$ cat src/rtl/trace_capture_ctrl.sv
// trace_capture_ctrl
//
// Purpose: controls a circular trace buffer. After arming, every valid
// sample is written at the write pointer until a trigger arrives; a
// programmable number of post-trigger samples is then captured and the
// block parks in DONE. A readout replays the buffer oldest-first.
//
// Ports:
//   CLK, RST            clock and synchronous active-high reset
//   arm, abort          start a capture / return to idle from anywhere
//   trigger             trigger event, honoured only while ARMED
//   sample_valid        a trace sample is present this cycle
//   post_count          post-trigger sample count, latched at the trigger
//   write__ENA/__addr   buffer write strobe and address (addr 0 when idle)
//   write__RDY          buffer accepts a write this cycle
//   read_start          begin readout from DONE
//   read__ENA/__addr    buffer read strobe and address (addr 0 when idle)
//   read__last          marks the final read of a readout
//   read__RDY           downstream accepts a read this cycle
//   state               IDLE=0, ARMED=1, POST=2, DONE=3, READ=4
//   trig_addr           write pointer captured at the trigger
//   wrapped             buffer filled at least once during this capture
//   drops               saturating count of samples lost to write__RDY low

module trace_capture_ctrl #(
    parameter int DEPTH = 1024,
    parameter int AW    = 10
) (
    input  logic          CLK,
    input  logic          RST,
    input  logic          arm,
    input  logic          abort,
    input  logic          trigger,
    input  logic          sample_valid,
    input  logic [AW-1:0] post_count,
    output logic          write__ENA,
    output logic [AW-1:0] write__addr,
    input  logic          write__RDY,
    input  logic          read_start,
    output logic          read__ENA,
    output logic [AW-1:0] read__addr,
    output logic          read__last,
    input  logic          read__RDY,
    output logic [2:0]    state,
    output logic [AW-1:0] trig_addr,
    output logic          wrapped,
    output logic [7:0]    drops
);

    typedef enum logic [2:0] {
        S_IDLE  = 3'd0,
        S_ARMED = 3'd1,
        S_POST  = 3'd2,
        S_DONE  = 3'd3,
        S_READ  = 3'd4
    } state_t;

    localparam logic [AW:0] CNT_FULL = (AW+1)'(DEPTH);
    localparam logic [AW:0] CNT_ONE  = (AW+1)'(1);

    state_t        state_q,   state_d;
    logic [AW-1:0] wptr_q,    wptr_d;
    logic [AW-1:0] rptr_q,    rptr_d;
    logic [AW-1:0] rem_q,     rem_d;
    logic [AW:0]   cnt_q,     cnt_d;
    logic [AW-1:0] trig_q,    trig_d;
    logic          wrapped_q, wrapped_d;
    logic [7:0]    drops_q,   drops_d;

    logic capturing;
    logic wr_fire;
    logic rd_fire;

    // Strobes are gated by RST so nothing escapes to the buffer while a
    // reset is being applied mid-capture or mid-readout.
    always_comb begin
        capturing = (state_q == S_ARMED) || (state_q == S_POST);
        wr_fire   = !RST && capturing && sample_valid && write__RDY;
        rd_fire   = !RST && (state_q == S_READ) && read__RDY && (cnt_q != '0);
    end

    // Next-state computation. Pointer and counter side effects of a
    // write or read happen first so that an aborted cycle still completes
    // its transfer; abort then overrides every state transition.
    always_comb begin
        state_d   = state_q;
        wptr_d    = wptr_q;
        rptr_d    = rptr_q;
        rem_d     = rem_q;
        cnt_d     = cnt_q;
        trig_d    = trig_q;
        wrapped_d = wrapped_q;
        drops_d   = drops_q;

        if (wr_fire) begin
            wptr_d = wptr_q + 1'b1;
            if (&wptr_q) begin
                wrapped_d = 1'b1;
            end
        end

        if (capturing && sample_valid && !write__RDY && (drops_q != 8'hFF)) begin
            drops_d = drops_q + 8'd1;
        end

        if (rd_fire) begin
            rptr_d = rptr_q + 1'b1;
            cnt_d  = cnt_q - 1'b1;
        end

        if (abort) begin
            state_d = S_IDLE;
        end else begin
            case (state_q)
                S_IDLE: begin
                    if (arm) begin
                        state_d   = S_ARMED;
                        wptr_d    = '0;
                        wrapped_d = 1'b0;
                        drops_d   = '0;
                    end
                end
                S_ARMED: begin
                    if (trigger) begin
                        trig_d  = wptr_q;
                        rem_d   = post_count;
                        state_d = (post_count == '0) ? S_DONE : S_POST;
                    end
                end
                S_POST: begin
                    if (wr_fire) begin
                        rem_d = rem_q - 1'b1;
                        if (rem_q == AW'(1)) begin
                            state_d = S_DONE;
                        end
                    end
                end
                S_DONE: begin
                    // A wrapped buffer starts its oldest entry at wptr.
                    if (arm) begin
                        state_d   = S_ARMED;
                        wptr_d    = '0;
                        wrapped_d = 1'b0;
                        drops_d   = '0;
                    end else if (read_start) begin
                        state_d = S_READ;
                        rptr_d  = wrapped_q ? wptr_q : '0;
                        cnt_d   = wrapped_q ? CNT_FULL : {1'b0, wptr_q};
                    end
                end
                S_READ: begin
                    if ((cnt_q == '0) || (rd_fire && (cnt_q == CNT_ONE))) begin
                        state_d = S_DONE;
                    end
                end
                default: begin
                    state_d = S_IDLE;
                end
            endcase
        end
    end

    // Single register bank for the whole controller.
    always_ff @(posedge CLK) begin
        if (RST) begin
            state_q   <= S_IDLE;
            wptr_q    <= '0;
            rptr_q    <= '0;
            rem_q     <= '0;
            cnt_q     <= '0;
            trig_q    <= '0;
            wrapped_q <= 1'b0;
            drops_q   <= '0;
        end else begin
            state_q   <= state_d;
            wptr_q    <= wptr_d;
            rptr_q    <= rptr_d;
            rem_q     <= rem_d;
            cnt_q     <= cnt_d;
            trig_q    <= trig_d;
            wrapped_q <= wrapped_d;
            drops_q   <= drops_d;
        end
    end

    assign write__ENA  = wr_fire;
    assign write__addr = wr_fire ? wptr_q : '0;
    assign read__ENA   = rd_fire;
    assign read__addr  = rd_fire ? rptr_q : '0;
    assign read__last  = rd_fire && (cnt_q == CNT_ONE);
    assign state       = state_q;
    assign trig_addr   = trig_q;
    assign wrapped     = wrapped_q;
    assign drops       = drops_q;

endmodule

$ cat config.mk
export PLATFORM = sky130hd
export DESIGN_NAME = trace_capture_ctrl
export DESIGN_NICKNAME = d
export VERILOG_FILES = /design/src/rtl/trace_capture_ctrl.sv
export SDC_FILE = /design/constraint.sdc
export NUM_CORES = 1
export LEC_CHECK = 0
export ABC_CLOCK_PERIOD_IN_PS = 2200
export CAP_MARGIN = 20
export CORE_ASPECT_RATIO = 0.75
export CORE_MARGIN = 2
export CORE_UTILIZATION = 48
export CTS_CLUSTER_SIZE = 12
export DETAILED_ROUTE_END_ITERATION = 8
export GPL_TIMING_DRIVEN = 0
export PLACE_DENSITY = 0.75
export SLEW_MARGIN = 0
export SYNTH_ARGS = -nofsm -noshare
export SYNTH_HDL_FRONTEND = slang
export SYNTH_SLANG_ARGS = --single-unit
$ cat constraint.sdc
create_clock -name CLK -period 2.2 [get_ports CLK]
set_input_delay 0.33 -clock CLK [delete_from_list [all_inputs] [get_ports CLK]]
set_output_delay 0.33 -clock CLK [all_outputs]
set_load 0.05 [all_outputs]
After elaboration in Yosys (flattened, before gate mapping)
Cells that the tools add are included.

word-level totals
  word-level logic and storage cells = 91
  bits in writable memories = 0
  memory bits (read-only) = 0
  register bits = 63
  bits of input ports = 19
  memories kept = 0
  bits in latches = 0
  output and inout bits = 45

cells by class
  reductions and logical operators = 25
  $lt $le $gt $ge = 0
  shift operators = 0
  $mul = 0
  bitwise operators = 1
  equal/unequal tests = 13
  multiplexer cells = 39
  div/mod/pow operators = 0
  add/sub/neg operators = 5

operators by type and width
  operator                                             number
  2-to-1 mux 10 bit                                    14
  2-to-1 mux 11 bit                                    6
  2-to-1 mux 8 bit                                     4
  2-to-1 mux 3 bit                                     7
  adder 10 x 1 -> 10 bit (second input constant)       2
  case mux 10 bit (2 select lines)                     1
  case mux 3 bit (5 select lines)                      1
  == test 11 x 1 -> 1 bit (second input constant)      1
  logical NOT 11 bit                                   1
  nonzero test 11 bit                                  1
  subtractor 11 x 1 -> 11 bit (second input constant)  1
  == test 10 x 1 -> 1 bit (second input constant)      1
  logical AND 1 bit                                    10
  logical NOT 10 bit                                   1
  AND reduction 10 bit                                 1
  subtractor 10 x 1 -> 10 bit (second input constant)  1
  adder 8 x 1 -> 8 bit (second input constant)         1
  != test 8 bit (second input constant)                1
  == test 3 x 2 -> 1 bit (second input constant)       2
  2-to-1 mux 1 bit                                     6
  != test 2 bit (second input constant)                3
  AND reduction 6 bit                                  1
  != test 2 x 1 -> 1 bit (second input constant)       2
  AND reduction 4 bit                                  1
  other kinds (10)                                     13

Depth between registers and ports, before layout
Gate-level depths: netlist of the first run.

  depth after elaboration = 9
  gate-level depth with buffers = 10
  gate-level depth less buffers = 9

Least setup slack after synthesis of the first run
Ideal clock, no wire load.

  path type = register to output
  from = register state_q[0], in the netlist state[0]
  to = output write__addr[0]
  buffers on the path = 3
  path slack = -0.780 ns
  cell stages (with the launch flop) = 7
  arrival time = 2.650 ns
  cells stage by stage = dfxtp_1 > buf_2 > xnor2_1 > nor2_1 > clkbuf_1 > clkbuf_1 > ha_1

between the ends
  word-level cells in the longest chain between the ends = 6
  elaborated cells on any way between the ends = 7
  classes of those cells = eq/ne (2); mux (1); reduce/logical (4)

RTL lines
  element                                                           line  text
  from (decl)                                                       61    state_t state_q, state_d;
  from (signal assigned)                                            175   state_q <= state_d;
  == test 3 x 1 -> 1 bit or == test 3 x 2 -> 1 bit (tied branches)  77    capturing = (state_q == S_ARMED) || (state_q == S_POST);
  logical OR 1 bit *                                                77
  logical AND 1 bit * (3 in a row)                                  78    wr_fire = !RST && capturing && sample_valid && write__RDY;
  net write__ENA                                                    36    output logic write__ENA,
  2-to-1 mux 10 bit *                                               187   assign write__addr = wr_fire ? wptr_q : '0;
  to (decl)                                                         37    output logic [AW-1:0] write__addr,

The timed path passes the listed nets; every way through them passes the cells marked *.

Worst setup path after layout of the first run
  from = register cnt_q[7]
  to = output read__addr[1]

between the ends
  word-level cells in the longest chain between the ends = 3

RTL lines
  element                 line  text
  from (decl)             65    logic [AW:0] cnt_q, cnt_d;
  from (signal assigned)  179   cnt_q <= cnt_d;
  nonzero test 11 bit     79    rd_fire = !RST && (state_q == S_READ) && read__RDY && (cnt_q != '0);
  logical AND 1 bit       79
  2-to-1 mux 10 bit       189   assign read__addr = rd_fire ? rptr_q : '0;
  to (decl)               41    output logic [AW-1:0] read__addr,

Every way passes these cells.

==> metrics, run 1 <==
violated checks=setup timing; area delta synth->final=37.98%; antenna diode instance count=0; count of endpoints failing hold in the final timing report=0; number of hold buffers added after cts=0; Max-Cap Viols=0; commonest non-fill, non-tap cell in the layout=sky130_fd_sc_hd__dfxtp_1; clock period minus worst slack=2.626 ns; post-synthesis cell area=0.003508 mm^2; EDFF count, synth=0; post-synthesis sequential area ratio=0.3595; die width=102.7 um; Yosys warning count=0; final instance count without filler cells=625; setup repair after global routing missed its margin=yes; gate count after technology mapping=438; Worst Hold Launch=trig_addr[9]$_SDFFE_PP0P_; vias per std cell=5.906; start point of the critical path=cnt_q[7]$_SDFF_PP0_; total of flip-flops plus latches after synthesis=63; cts bufs inserted=9; share of post-route cells with drive strength above 1=0.2068; synthesized netlist net count=467; upper clock frequency limit=380.8 MHz; CTS tree=done; instance count after placement with tap cells included=599; required time at the endpoint of the critical path=1.87 ns; clock latency reported for the late side of the worst-skew pair=0.34 ns; root buffer cell=sky130_fd_sc_hd__clkbuf_8; vias in the first global route=3342; pin count of the biggest net entering global routing=12; total of buffers placed on input and output ports=63; detailed router's first-iteration violation count=312; wire length of the first global-routing pass=17.02 mm; count of nets after finishing=552; most instantiated flip-flop cell in the synthesis netlist=sky130_fd_sc_hd__dfxtp_1; worst slew margin relative to its limit=0.4063; category of the most critical setup path=flop to output port; Core Box Area=0.006929 mm^2; worst setup margin=-0.4262 ns; total grt overflow=0; clock-pin transition on the worst setup and hold timing paths=0.07 ns; Avg Cell Area, Syn=8.010 um^2; Final period util=1.194; die outline height=78.04 um; Leak=1.815 nW; run status=complete, but fails checks; count of vias placed by the detailed router=3691; Worst Setup End Kind=output port; maximum count of clock buffers along a single path=2; Worst Tran Pin Value=0.8824 ns; clock tree sinks=63; combined global-route utilization of all metal layers=0.2726; Hold WS=0.4562 ns; count of nets left with antenna violations after detail routing=0; detailed-router iteration count before antenna repair=5; Hold WC Path Type=flop to flop; initial core utilization=0.5063; number of distinct standard cells referenced by the synthesized netlist=58; peak supply drop=0.3665 mV; highest fanout seen on the critical path=5; Final Skew=0.006461 ns; Core Rows=26; crit start category=flop; number of max-slew violations in the final report=0; setup violation total in the final timing report=15; average wire per standard cell=17.07 um; number of ports placed on the die boundary=64; half-perimeter wire length after placement=7.047 mm; final routed wirelength across all metal layers=10.67 mm; Pwr per Cell Area=497.5 mW/mm^2; routability congestion estimate=0.9245; top library cells by usage in the layout, fill and taps aside=57 x sky130_fd_sc_hd__dfxtp_1, 50 x sky130_fd_sc_hd__nand2_1, 39 x sky130_fd_sc_hd__clkdlybuf4s50_1; post-synthesis async set-or-reset flop share=0; H-tree depth=3; number of antenna violations at the first check in global routing=0; Total Die Area=0.008016 mm^2; Crit path arrival time=2.30 ns; worst setup slack after placement=-1.142 ns; DRC violation count after routing=0; worst flop-to-flop path startpoint=cnt_q[7]$_SDFF_PP0_
## area by class of cell
cell class | instances | area, um^2
timing repair buffer | 76 | 803.3
sequential | 63 | 1274
clock buffer | 13 | 178.9
fill | 587 | 2088
multi-input combinational | 339 | 2238
clock inverter | 2 | 37.54
tap | 98 | 122.6
inverter | 11 | 48.80
buffer | 23 | 137.6
## where the power goes
group	switching, W	internal, W	total [W]
sequential	0.00000713	0.00114	0.00115
combinational	0.0000972	0.0000701	0.000167
clock	0.000450	0.000641	0.00109
## synth_stat cells, types with 2 or more instances
cell type | n | area [um^2]
sky130_fd_sc_hd__dfxtp_1 | 63 | 1261
sky130_fd_sc_hd__buf_6 | 3 | 33.78
sky130_fd_sc_hd__nor2_1 | 39 | 146.4
sky130_fd_sc_hd__nand4b_1 | 2 | 17.52
sky130_fd_sc_hd__o21ai_0 | 26 | 130.1
sky130_fd_sc_hd__a22o_1 | 4 | 35.03
sky130_fd_sc_hd__nand2b_1 | 3 | 18.77
sky130_fd_sc_hd__and3_1 | 16 | 100.1
sky130_fd_sc_hd__o31ai_1 | 3 | 22.52
sky130_fd_sc_hd__nor3b_1 | 4 | 30.03
sky130_fd_sc_hd__nor3_1 | 12 | 60.06
sky130_fd_sc_hd__nand3_1 | 23 | 115.1
sky130_fd_sc_hd__a32oi_1 | 2 | 17.52
sky130_fd_sc_hd__inv_1 | 10 | 37.54
sky130_fd_sc_hd__nor4_1 | 10 | 62.56
sky130_fd_sc_hd__mux2i_1 | 2 | 20.02
sky130_fd_sc_hd__clkbuf_1 | 18 | 67.56
sky130_fd_sc_hd__or4_4 | 2 | 22.52
sky130_fd_sc_hd__a211o_1 | 2 | 17.52
sky130_fd_sc_hd__or4_1 | 3 | 22.52
sky130_fd_sc_hd__and2_1 | 10 | 62.56
sky130_fd_sc_hd__o211a_1 | 2 | 20.02
sky130_fd_sc_hd__a211oi_1 | 4 | 30.03
sky130_fd_sc_hd__nor2b_1 | 3 | 18.77
sky130_fd_sc_hd__and4_1 | 4 | 35.03
sky130_fd_sc_hd__nand2_1 | 50 | 187.7
sky130_fd_sc_hd__buf_2 | 2 | 10.01
sky130_fd_sc_hd__o211ai_1 | 2 | 15.01
sky130_fd_sc_hd__a31oi_1 | 4 | 25.02
sky130_fd_sc_hd__xnor2_1 | 12 | 105.1
sky130_fd_sc_hd__xor2_1 | 17 | 148.9
sky130_fd_sc_hd__or3_1 | 3 | 18.77
sky130_fd_sc_hd__a21oi_1 | 32 | 160.2
sky130_fd_sc_hd__nor3_2 | 2 | 20.02
sky130_fd_sc_hd__ha_1 | 10 | 125.1
sky130_fd_sc_hd__nand4_1 | 12 | 75.07
## final timing paths
check                                                  to  slack [ns]  cells past startpoint
worst min register to register  trig_addr[9]$_SDFFE_PP0P_        0.46                      2
worst min-delay path            trig_addr[9]$_SDFFE_PP0P_        0.46                      2
worst max register to register       rptr_q[8]$_SDFF_PP0_       -0.10                      6
worst max-delay path                        read__addr[1]       -0.43                      5
## logic make-up after synthesis
| family | count (synthesis) | share of synthesized area |
|---|---|---|
| flip-flops | 63 | 0.3595 |
| AO/OA/AOI/OAI | 90 | 0.1573 |
| adder cells (fa/ha/maj) | 10 | 0.03566 |
| multiplexers | 3 | 0.008916 |
| buffers and inverters | 36 | 0.04672 |
| AND/OR/NAND/NOR | 207 | 0.3195 |
| XOR/XNOR | 29 | 0.07240 |
## metal layers
layer  vias to the layer above  share of wire  global-route usage
met1                      1739           0.45              0.3920
met4                         0          0.017             0.07467
li1                       1748              -                   -
met5                         -              0                   0
met3                        17          0.090             0.06500
met2                       187           0.44              0.4072
## critical path, stage by stage (launching register included)
cell                      delay (ns)
sky130_fd_sc_hd__dfxtp_4        0.34
sky130_fd_sc_hd__or4_4          0.54
sky130_fd_sc_hd__or4_4          0.58
sky130_fd_sc_hd__buf_6          0.17
sky130_fd_sc_hd__and3_4         0.18
sky130_fd_sc_hd__buf_8          0.14
## stage by stage
stage          area [um^2]    util  setup TNS, ns  power (W)
2_1_floorplan         3573       -        -0.4931   0.001263
3_3_place_gp          4327  0.6244         -29.65   0.001329
3_5_place_dp          4327  0.6244         -31.31   0.001331
4_1_cts               4736  0.6835         -4.298   0.002408
5_1_grt               4841  0.6986         -5.399   0.002483
6_report              4841  0.6986         -4.838   0.002409
## registers in the layout, indices dropped and copies added (netlist names)
| register | cells |
|---|---|
| state | 3 |
| trig_addr | 10 |
| wptr_q | 10 |
| cnt_q | 11 |
| drops | 8 |
| rptr_q | 10 |
| rem_q | 10 |
| wrapped | 1 |
## what timing repair did
item                                    CTS  global route
pin swaps                                 3             5
setup buffers                            11             2
resized for setup                       184            29
cloned                                    1             0
endpoints found under the setup margin   24            48
Power figures use the tool's default switching activity.
==> run 2, diff against run 1 <==
Settings changed: GPL_ROUTABILITY_DRIVEN from default to 0, GPL_TIMING_DRIVEN 0 to default, PLACE_DENSITY 0.75 to default, PLACE_DENSITY_LB_ADDON from default to 0.15.
==> metrics, run 2 (synthesis gave the netlist of run 1 again) <==
maximum count of clock buffers along a single path=2 (unchanged); slowest stage cell, crit path=sky130_fd_sc_hd__or4_4; Area after DPL=0.004662 mm^2 (+7.8%); Layout Utilization=0.7129 (+0.01426); total of buffers placed on input and output ports=63 (unchanged); count of nets after finishing=549 (-0.54%); WP buf/inv=2 (unchanged); vias in the first global route=3357 (+0.45%); peak supply drop=0.3344 mV (-8.8%); count of nets left with antenna violations after detail routing=0 (unchanged); area of all placed cells without fillers=0.004940 mm^2 (+2.0%); Leak=1.878 nW (+3.5%); Worst Tran Pin Value=0.7357 ns (-0.1467 ns); number of flip-flops under the largest register name=11 (unchanged); cts bufs inserted=9 (unchanged); number of hold buffers added after cts=0 (unchanged); initial core utilization=0.5063 (unchanged); number of ports placed on the die boundary=64 (unchanged); setup repair after global routing missed its margin=yes; clock-pin transition on the worst setup and hold timing paths=0.07 ns (about the same); Pwr per Cell Area=471.1 mW/mm^2 (-5.3%); number of antenna violations at the first check in global routing=0 (unchanged); setup violation total in the final timing report=11 (-4); Core Rows=26 (unchanged); commonest non-fill, non-tap cell in the layout=sky130_fd_sc_hd__dfxtp_1; number of filler cells placed in the layout=564 (-3.9%); category of the most critical setup path=flop to output port; critical-path cell list=or4_4 -> or4_4 -> nand2_8 -> inv_8 -> ha_4 -> buf_12; register name with the most flops=cnt_q; violated checks=setup timing; antenna diode instance count=0 (unchanged); detailed router's first-iteration violation count=282 (-9.6%); Max-Cap Viols=0 (unchanged); Hold WS=0.4598 ns (+0.003577 ns); pin count of the biggest net entering global routing=32 (+20); highest fanout seen on the critical path=7 (+2); Core Box Area=0.006929 mm^2 (unchanged); share of post-route cells with drive strength above 1=0.2233 (+0.01645); Final TNS setup=-3.384 ns (+1.454 ns); Worst Setup End Kind=output port; Final Total Pwr=0.002327 W (-3.4%); combined global-route utilization of all metal layers=0.2613 (-0.01125); Register Area=0.001267 mm^2 (-0.49%); worst setup margin=-0.3566 ns (+0.06964 ns); CTS tree=done; average wire per standard cell=16.55 um (-3.1%); Hold WC Path Type=flop to flop; H-tree depth=3 (unchanged); Crit path arrival time=2.23 ns (-0.07 ns); root buffer cell=sky130_fd_sc_hd__clkbuf_8; CP most frequent cell=sky130_fd_sc_hd__or4_4; wire length of the first global-routing pass=16.41 mm (-3.6%); clock latency reported for the late side of the worst-skew pair=0.34 ns (about the same); detailed-router iteration count before antenna repair=4 (-1); die outline height=78.04 um (unchanged); total grt overflow=0 (unchanged); Final Skew=0.009374 ns (+0.002914 ns); die width=102.7 um (unchanged); half-perimeter wire length after placement=7.286 mm (+3.4%); Final period util=1.162 (-0.03165); Multi-input gate area=0.002186 mm^2 (-2.3%); clock period minus worst slack=2.557 ns (-0.06964 ns); count of endpoints failing hold in the final timing report=0 (unchanged); slowest cell delay on critical path=0.58 ns (about the same); number of max-slew violations in the final report=0 (unchanged); top library cells by usage in the layout, fill and taps aside=58 x sky130_fd_sc_hd__dfxtp_1, 50 x sky130_fd_sc_hd__nand2_1, 40 x sky130_fd_sc_hd__clkdlybuf4s50_1; crit start category=flop; count of vias placed by the detailed router=3564 (-3.4%); Total Die Area=0.008016 mm^2 (unchanged); run status=complete, but fails checks; area delta synth->final=40.80%; vias per std cell=5.730 (-3.0%); final routed wirelength across all metal layers=10.29 mm (-3.5%); DRC violation count after routing=0 (unchanged); required time at the endpoint of the critical path=1.87 ns (about the same); worst slew margin relative to its limit=0.5073 (+0.1009); Worst path top cell family by delay=simple AND/OR/NAND/NOR gates; clock tree sinks=63 (unchanged); upper clock frequency limit=391.2 MHz (+2.7%)
==> run 2: cell types whose count changed in the layout (fill, tap and decap cells not counted), moves of 4 or more <==
cell                       previous run  this run
sky130_fd_sc_hd__and3_2               0         8
sky130_fd_sc_hd__clkbuf_2             4         0
sky130_fd_sc_hd__clkbuf_8            15        11
sky130_fd_sc_hd__buf_6               15         1
sky130_fd_sc_hd__clkbuf_1            11         1
sky130_fd_sc_hd__buf_8               12         0
sky130_fd_sc_hd__buf_12               0        24
sky130_fd_sc_hd__and3_4               9         1
sky130_fd_sc_hd__buf_4               11        30
==> run 2: through the flow <==
stage	instances	setup WS, ns
after floorplan	438	-0.05479
after global placement	604	-0.02733
after detailed placement	604	-0.04975
after CTS	621	-0.3780
after global routing	622	-0.4151
final	622	-0.3566
==> run 2: path summary, 6_finish.rpt <==
path	from	to	slack [ns]	cells past startpoint
max reg2reg	cnt_q[2]$_SDFF_PP0_	cnt_q[2]$_SDFF_PP0_	0.05	6
max	cnt_q[2]$_SDFF_PP0_	read__addr[0]	-0.36	6
min	trig_addr[5]$_SDFFE_PP0P_	trig_addr[5]$_SDFFE_PP0P_	0.46	2
min reg2reg	trig_addr[5]$_SDFFE_PP0P_	trig_addr[5]$_SDFFE_PP0P_	0.46	2
==> run 2: what timing repair did <==
item / CTS / global route
endpoints found under the setup margin: 20 / 29
buffers inserted: 1 / 3
gates cloned: 1 / 0
resized for setup: 4 / 8
pin swaps: 4 / 5
==> run 2: layout make-up <==
cell class / instances / share of cell area
tap: 98 / 0.02482
timing repair buffer: 95 / 0.2262
sequential: 63 / 0.2566
multi-input combinational: 340 / 0.4425
clock buffer: 12 / 0.03141
inverter: 11 / 0.009878
clock inverter: 3 / 0.008612
==> run 2: where the power goes <==
part	internal, W	leakage (nW)	switching [W]
Sequential	0.00115	0.510	0.00000893
Combinational	0.0000689	1.27	0.0000883
Clock	0.000577	0.0985	0.000438
Total	0.00179	1.88	0.000535
==> run 2: worst reg2reg max path, cell delays in order (launching register included) <==
cell and delay, ns:
sky130_fd_sc_hd__dfxtp_2 0.32, sky130_fd_sc_hd__or4_4 0.55, sky130_fd_sc_hd__or4_4 0.58, sky130_fd_sc_hd__nand2_8 0.12, sky130_fd_sc_hd__buf_4 0.16, sky130_fd_sc_hd__nor3b_1 0.06
sky130_fd_sc_hd__a211o_1 0.26
==> run 2: routing by layer <==
metal	wire, um	up-vias	GRT usage	part of all wire
li1	-	1739	-	-
met1	4825	1658	0.3786	0.47
met2	4500	156	0.3732	0.44
met3	829	11	0.08370	0.081
met4	137	0	0.06667	0.013
met5	0	-	0	0
